### config.mk
export PLATFORM = sky130hd
export DESIGN_NAME = m68k_bus_master
export DESIGN_NICKNAME = d
export VERILOG_FILES = /design/src/rtl/m68k_bus_master.sv
export SDC_FILE = /design/constraint.sdc
export NUM_CORES = 1
export LEC_CHECK = 0
export ABC_AREA = 0
export BUFFER_PORTS_ARGS = -buffer_cell sky130_fd_sc_hd__buf_4
export CAP_MARGIN = 40
export CORE_UTILIZATION = 50
export CTS_CLUSTER_DIAMETER = 30
export CTS_CLUSTER_SIZE = 8
export DETAILED_ROUTE_END_ITERATION = 10
export HOLD_SLACK_MARGIN = 0.08
export PLACE_DENSITY = 0.77
export SLEW_MARGIN = 40
export SYNTH_ARGS = -nofsm -noshare
export SYNTH_HDL_FRONTEND = slang
export SYNTH_SLANG_ARGS = --single-unit
### constraint.sdc
create_clock -name i_CLK -period 3.92 [get_ports i_CLK]
set_clock_uncertainty 0.2 [all_clocks]
set_input_delay 0.588 -clock i_CLK [delete_from_list [all_inputs] [get_ports i_CLK]]
set_output_delay 0.588 -clock i_CLK [all_outputs]
set_load 0.01 [all_outputs]
### src/rtl/m68k_bus_master.sv
// rtl/m68k_bus_master.sv - 68000-style bus initiator: client word/byte requests to AS/DS/DTACK cycles
module m68k_bus_master #(
  parameter int TIMEOUT = 64
) (
  input  logic        i_CLK,
  input  logic        i_RST,
  input  logic        i_req,
  input  logic        i_rw,
  input  logic        i_size,
  input  logic [23:0] i_addr,
  input  logic [15:0] i_wdata,
  output logic        o_busy,
  output logic        o_ack,
  output logic        o_err,
  output logic [15:0] o_rdata,
  output logic [22:0] o_A,
  output logic        o_AS_n,
  output logic        o_UDS_n,
  output logic        o_LDS_n,
  output logic        o_RW,
  output logic [15:0] o_D,
  output logic        o_D_oe,
  input  logic [15:0] i_D,
  input  logic        i_DTACK_n,
  input  logic        i_BERR_n
);

  localparam int CW = (TIMEOUT > 1) ? $clog2(TIMEOUT) : 1;
  localparam logic [CW-1:0] CNT_MAX = CW'(TIMEOUT - 1);

  typedef enum logic [2:0] {S_IDLE, S_T1, S_T2, S_T3, S_T4, S_REC} state_t;

  state_t        state_q, state_d;
  logic          rw_q, rw_d;
  logic          size_q, size_d;
  logic [23:0]   addr_q, addr_d;
  logic [15:0]   wdata_q, wdata_d;
  logic          err_flag_q, err_flag_d;
  logic [CW-1:0] cnt_q, cnt_d;

  logic          busy_q, busy_d;
  logic          ack_q, ack_d;
  logic          err_q, err_d;
  logic [15:0]   rdata_q, rdata_d;
  logic [22:0]   a_q, a_d;
  logic          as_n_q, as_n_d;
  logic          uds_n_q, uds_n_d;
  logic          lds_n_q, lds_n_d;
  logic          rw_out_q, rw_out_d;
  logic [15:0]   d_q, d_d;
  logic          d_oe_q, d_oe_d;

  logic uds_en, lds_en;

  assign uds_en = size_q | ~addr_q[0];
  assign lds_en = size_q | addr_q[0];

  always_comb begin
    state_d    = state_q;
    rw_d       = rw_q;
    size_d     = size_q;
    addr_d     = addr_q;
    wdata_d    = wdata_q;
    err_flag_d = err_flag_q;
    cnt_d      = cnt_q;
    busy_d     = busy_q;
    ack_d      = 1'b0;
    err_d      = err_q;
    rdata_d    = rdata_q;
    a_d        = a_q;
    as_n_d     = as_n_q;
    uds_n_d    = uds_n_q;
    lds_n_d    = lds_n_q;
    rw_out_d   = rw_out_q;
    d_d        = d_q;
    d_oe_d     = d_oe_q;
    case (state_q)
      S_IDLE: begin
        busy_d   = 1'b0;
        err_d    = 1'b0;
        rdata_d  = '0;
        a_d      = '0;
        d_d      = '0;
        as_n_d   = 1'b1;
        uds_n_d  = 1'b1;
        lds_n_d  = 1'b1;
        rw_out_d = 1'b1;
        d_oe_d   = 1'b0;
        if (i_req) begin
          rw_d       = i_rw;
          size_d     = i_size;
          addr_d     = i_addr;
          wdata_d    = i_wdata;
          busy_d     = 1'b1;
          // Odd word address never reaches the bus
          err_flag_d = i_size & i_addr[0];
          state_d    = (i_size & i_addr[0]) ? S_REC : S_T1;
        end
      end
      S_T1: begin
        a_d      = addr_q[23:1];
        rw_out_d = rw_q;
        if (!rw_q) d_d = wdata_q;
        state_d  = S_T2;
      end
      S_T2: begin
        as_n_d = 1'b0;
        if (rw_q) begin
          uds_n_d = ~uds_en;
          lds_n_d = ~lds_en;
        end else begin
          d_oe_d = 1'b1;
        end
        cnt_d   = '0;
        state_d = S_T3;
      end
      S_T3: begin
        as_n_d  = 1'b0;
        uds_n_d = ~uds_en;
        lds_n_d = ~lds_en;
        d_oe_d  = ~rw_q;
        if (!i_BERR_n) begin
          err_flag_d = 1'b1;
          state_d    = S_T4;
        end else if (!i_DTACK_n) begin
          if (rw_q) rdata_d = i_D;
          state_d = S_T4;
        end else if (cnt_q == CNT_MAX) begin
          err_flag_d = 1'b1;
          state_d    = S_T4;
        end else begin
          cnt_d = cnt_q + CW'(1);
        end
      end
      S_T4: begin
        as_n_d  = 1'b1;
        uds_n_d = 1'b1;
        lds_n_d = 1'b1;
        state_d = S_REC;
      end
      S_REC: begin
        ack_d    = 1'b1;
        err_d    = err_flag_q;
        d_oe_d   = 1'b0;
        rw_out_d = 1'b1;
        if (err_flag_q && rw_q) rdata_d = 16'hFFFF;
        state_d  = S_IDLE;
      end
      default: state_d = S_IDLE;
    endcase
  end

  always_ff @(posedge i_CLK) begin
    if (i_RST) begin
      state_q    <= S_IDLE;
      rw_q       <= 1'b1;
      size_q     <= 1'b0;
      addr_q     <= '0;
      wdata_q    <= '0;
      err_flag_q <= 1'b0;
      cnt_q      <= '0;
      busy_q     <= 1'b0;
      ack_q      <= 1'b0;
      err_q      <= 1'b0;
      rdata_q    <= '0;
      a_q        <= '0;
      as_n_q     <= 1'b1;
      uds_n_q    <= 1'b1;
      lds_n_q    <= 1'b1;
      rw_out_q   <= 1'b1;
      d_q        <= '0;
      d_oe_q     <= 1'b0;
    end else begin
      state_q    <= state_d;
      rw_q       <= rw_d;
      size_q     <= size_d;
      addr_q     <= addr_d;
      wdata_q    <= wdata_d;
      err_flag_q <= err_flag_d;
      cnt_q      <= cnt_d;
      busy_q     <= busy_d;
      ack_q      <= ack_d;
      err_q      <= err_d;
      rdata_q    <= rdata_d;
      a_q        <= a_d;
      as_n_q     <= as_n_d;
      uds_n_q    <= uds_n_d;
      lds_n_q    <= lds_n_d;
      rw_out_q   <= rw_out_d;
      d_q        <= d_d;
      d_oe_q     <= d_oe_d;
    end
  end

  assign o_busy  = busy_q;
  assign o_ack   = ack_q;
  assign o_err   = err_q;
  assign o_rdata = rdata_q;
  assign o_A     = a_q;
  assign o_AS_n  = as_n_q;
  assign o_UDS_n = uds_n_q;
  assign o_LDS_n = lds_n_q;
  assign o_RW    = rw_out_q;
  assign o_D     = d_q;
  assign o_D_oe  = d_oe_q;

endmodule

==> impl_metrics.sql <==
INSERT INTO impl_metrics (metric_group, metric, value, unit) VALUES
('status', 'outcome', 'complete, no violations', ''),
('sta', 'tightestPinTransition', '0.791', 'ns'),
('worst_setup_path', 'cp_cell_sequence', 'nor3_1 > nand2_1 > buf_4 > a21oi_1 > a2111oi_0', ''),
('cells_and_area', 'n_fill_cell', '640', ''),
('sta', 'setup_repair_after_global_routing_missed_its_margin', 'no', ''),
('worst_setup_path', 'cp_slowest_stage_delay', '0.78', 'ns'),
('cells_and_area', 'flow.area_growth_from_synthesis', '34.9', '%'),
('global_routing', 'grt_first_pass_wirelength', '17.2', 'mm'),
('clock_network', 'ctsLongestPathBuffers', '2', ''),
('worst_setup_path', 'timing.critical_path.depth', '5', ''),
('sta', 'final.setup.tns', '0', 'ns'),
('clock_network', 'worstSkewPairLatency', '0.51', 'ns'),
('clock_network', 'cts_hold_buf', '0', ''),
('clock_network', 'numCtsBuffers', '17', ''),
('synth', 'main_combinational_cell_family_by_area_after_synthesis', 'simple AND/OR/NAND/NOR gates', ''),
('clock_network', 'cts.htree.levels', '4', ''),
('routing', 'routedWlPerCell', '14.2', 'um'),
('sta', 'timing.final.max_slew_violations', '0', ''),
('floorplanning', 'fp-row-count', '33', ''),
('floorplanning', 'placeableCoreArea', '0.00838', 'mm2'),
('hold_path', 'holdPathStages', '3', ''),
('synth', 'synth_compound_gate_area_share', '0.188', ''),
('worst_setup_path', 'timing.reg2reg.setup_slack', '1.18', 'ns'),
('synth', 'simple_gate_area_share_of_the_yosys_netlist', '0.224', ''),
('synth', 'netlist.top_cell.by_area', 'sky130_fd_sc_hd__dfxtp_1', ''),
('worst_setup_path', 'setup_crit_end', 'err_flag_q', ''),
('synth', 'synth.ff_latch_count', '115', ''),
('sta', 'finalHoldViolations', '0', ''),
('hold_path', 'worstHoldPathType', 'in -> reg', ''),
('worst_setup_path', 'critical_path.n_buffers_inverters', '1', ''),
('floorplanning', 'die_height', '96.0', 'um'),
('global_routing', 'grt_use_met2', '0.404', ''),
('clock_network', 'post_cts_resized', '0', ''),
('job', 'max_cap_violations', '0', ''),
('cells_and_area', 'finish.instance_area', '0.00596', 'mm2'),
('worst_setup_path', 'critical_path.max_fanout', '30', ''),
('cells_and_area', 'post_route_cells_drive_above_1_share', '0.253', ''),
('routing', 'vias', '4159', ''),
('placed_design', 'count_of_input_and_output_buffers', '125', ''),
('global_routing', 'grt_antenna_before_repair', '0', ''),
('cells_and_area', 'ff_latch_area', '0.00230', 'mm2'),
('synth', 'yosys.cell_types.count', '45', ''),
('power_and_ir_drop', 'power.density_cell_area', '553', 'mW/mm2'),
('worst_setup_path', 'cp-start-kind', 'flip-flop', ''),
('floorplanning', 'fp.dieW', '96.0', 'um'),
('power_and_ir_drop', 'totalPowerFinal', '3.30', 'mW'),
('placed_design', 'place.detailed.hpwl', '7.05', 'mm'),
('clock_network', 'post_cts_buffers', '0', ''),
('floorplanning', 'pin_count', '126', ''),
('synth', 'muxShareOfSynthArea', '0', ''),
('global_routing', 'globalRouteTotalUtil', '0.243', ''),
('sta', 'final_period_minus_worst_setup_slack', '2.74', 'ns'),
('worst_setup_path', 'worstPathArrival', '2.89', 'ns'),
('worst_setup_path', 'crit_path_top_delay_cell', 'sky130_fd_sc_hd__dfxtp_1', ''),
('placed_design', 'gp_routability_congestion', '0.774', ''),
('synth', 'post_synth_edffs', '0', ''),
('global_routing', 'grt.busiest_layer', 'met2', ''),
('cells_and_area', 'multiInputGateArea', '0.00185', 'mm2'),
('worst_setup_path', 'worst_setup_path_startpoint', 'state_q[2]', ''),
('global_routing', 'grt_overflow_total', '0', ''),
('synth', 'ys_top_cells_by_area', 'sky130_fd_sc_hd__dfxtp_1, sky130_fd_sc_hd__nand2_1, sky130_fd_sc_hd__a21oi_1', ''),
('global_routing', 'via_count_of_the_first_global_routing_pass', '3719', ''),
('global_routing', 'grt_util_met3', '0.0695', ''),
('power_and_ir_drop', 'vdd_drop_max', '0.403', 'mV'),
('sta', 'relSlewSlack', '0.471', ''),
('clock_network', 'tritoncts_num_sinks', '115', ''),
('synth', 'ys_dominant_reg_cell', 'sky130_fd_sc_hd__dfxtp_1', ''),
('cells_and_area', 'design.final.nets', '718', ''),
('worst_setup_path', 'r2r_end', 'err_flag_q', ''),
('synth', 'yosysWarnings', '0', ''),
('worst_setup_path', 'crit_type', 'reg -> reg', '');
[Yosys cell counts (7+ instances only)]
cell and n:
sky130_fd_sc_hd__clkbuf_1 21, sky130_fd_sc_hd__a221oi_1 16, sky130_fd_sc_hd__nand3_1 42, sky130_fd_sc_hd__dfxtp_1 115, sky130_fd_sc_hd__o21ai_0 7, sky130_fd_sc_hd__a21oi_1 90, sky130_fd_sc_hd__inv_1 22, sky130_fd_sc_hd__nand2_1 154
sky130_fd_sc_hd__nor2_1 12, sky130_fd_sc_hd__buf_2 14
[power by group]
part | switching (mW) | internal [mW] | leakage [nW]
combinational | 0.246 | 0.162 | 1.12
sequential | 0.0521 | 1.25 | 0.937
clock | 0.556 | 1.04 | 0.295
[worst register-to-register path, stage by stage, from the launching register on]
cell and delay, ns:
sky130_fd_sc_hd__dfxtp_1 0.78, sky130_fd_sc_hd__nor3_1 0.21, sky130_fd_sc_hd__nand2_1 0.45, sky130_fd_sc_hd__buf_4 0.41, sky130_fd_sc_hd__a21oi_1 0.10, sky130_fd_sc_hd__a2111oi_0 0.43
[through the flow]
step	setup WS, ns	std cells	utilization	hold slack [ns]
after floorplan	2.07	549	-	0.232
after detailed placement	1.34	740	0.637	0.245
after global routing	0.952	772	0.711	0.103
after global placement	1.44	740	0.636	0.236
final	1.18	772	0.711	0.115
after CTS	1.21	772	0.711	0.101
[worst min path at each step]
stage | start | to | slack (ns)
finish | i_rw | rw_q | 0.12
CTS | i_rw | rw_q | 0.10
global route | i_rw | rw_q | 0.10
global placement | wdata_q[12] | o_D[12] | 0.24
detailed placement | wdata_q[6] | o_D[6] | 0.24
floorplan | wdata_q[0] | o_D[0] | 0.23
[cell type report]
| cell class | count | area share |
|---|---|---|
| Multi-Input combinational cell | 369 | 0.311 |
| Clock buffer | 17 | 0.0695 |
| Tap cell | 105 | 0.0220 |
| Clock inverter | 15 | 0.0344 |
| Inverter | 22 | 0.0139 |
| Timing Repair Buffer | 129 | 0.163 |
| Sequential cell | 115 | 0.386 |
[logic make-up (layout without fill, tap and decap cells)]
kind of cell,Yosys count,count (layout)
and+or+nand+nor,231,231
AOI/OAI and AO/OA,136,136
DFF,115,115
buffers and inverters,65,183
adders and majority gates,1,1
xor gates and xnor gates,1,1
[cell usage in the layout, fill, tap and decap left out, types with 2 or more instances in the layout]
master                         n
sky130_fd_sc_hd__a31oi_1       4
sky130_fd_sc_hd__nor2b_1       4
sky130_fd_sc_hd__nand2_1     154
sky130_fd_sc_hd__a22o_1        2
sky130_fd_sc_hd__clkinv_2      2
sky130_fd_sc_hd__inv_6         3
sky130_fd_sc_hd__clkinvlp_4    3
sky130_fd_sc_hd__nor2_1       11
sky130_fd_sc_hd__bufinv_16     4
sky130_fd_sc_hd__dfxtp_1     115
sky130_fd_sc_hd__o211ai_1      2
sky130_fd_sc_hd__buf_4       128
sky130_fd_sc_hd__or3_1         2
sky130_fd_sc_hd__o21ai_0       7
sky130_fd_sc_hd__nand3_1      42
sky130_fd_sc_hd__a41oi_1       2
sky130_fd_sc_hd__a311oi_1      2
sky130_fd_sc_hd__and2_1        2
sky130_fd_sc_hd__nand2b_1      2
sky130_fd_sc_hd__a221oi_1     16
sky130_fd_sc_hd__nor3_1        4
sky130_fd_sc_hd__clkinv_4      3
sky130_fd_sc_hd__inv_1        22
sky130_fd_sc_hd__a21oi_1      90
sky130_fd_sc_hd__clkbuf_16    16
[sequential cells by signal, indices dropped and copies added (netlist names), 3 cells and up]
signal   count
addr_q      24
cnt_q        6
o_A         23
o_D         16
o_rdata     16
state_q      3
wdata_q     16
[metal layers]
metal  wire length, um  vias up
met5                 0        -
met4               114        0
met3               747       12
met2              5430      150
met1              4670     1927
li1                  -     2070
No activity file was read; power rests on OpenSTA's default activity.
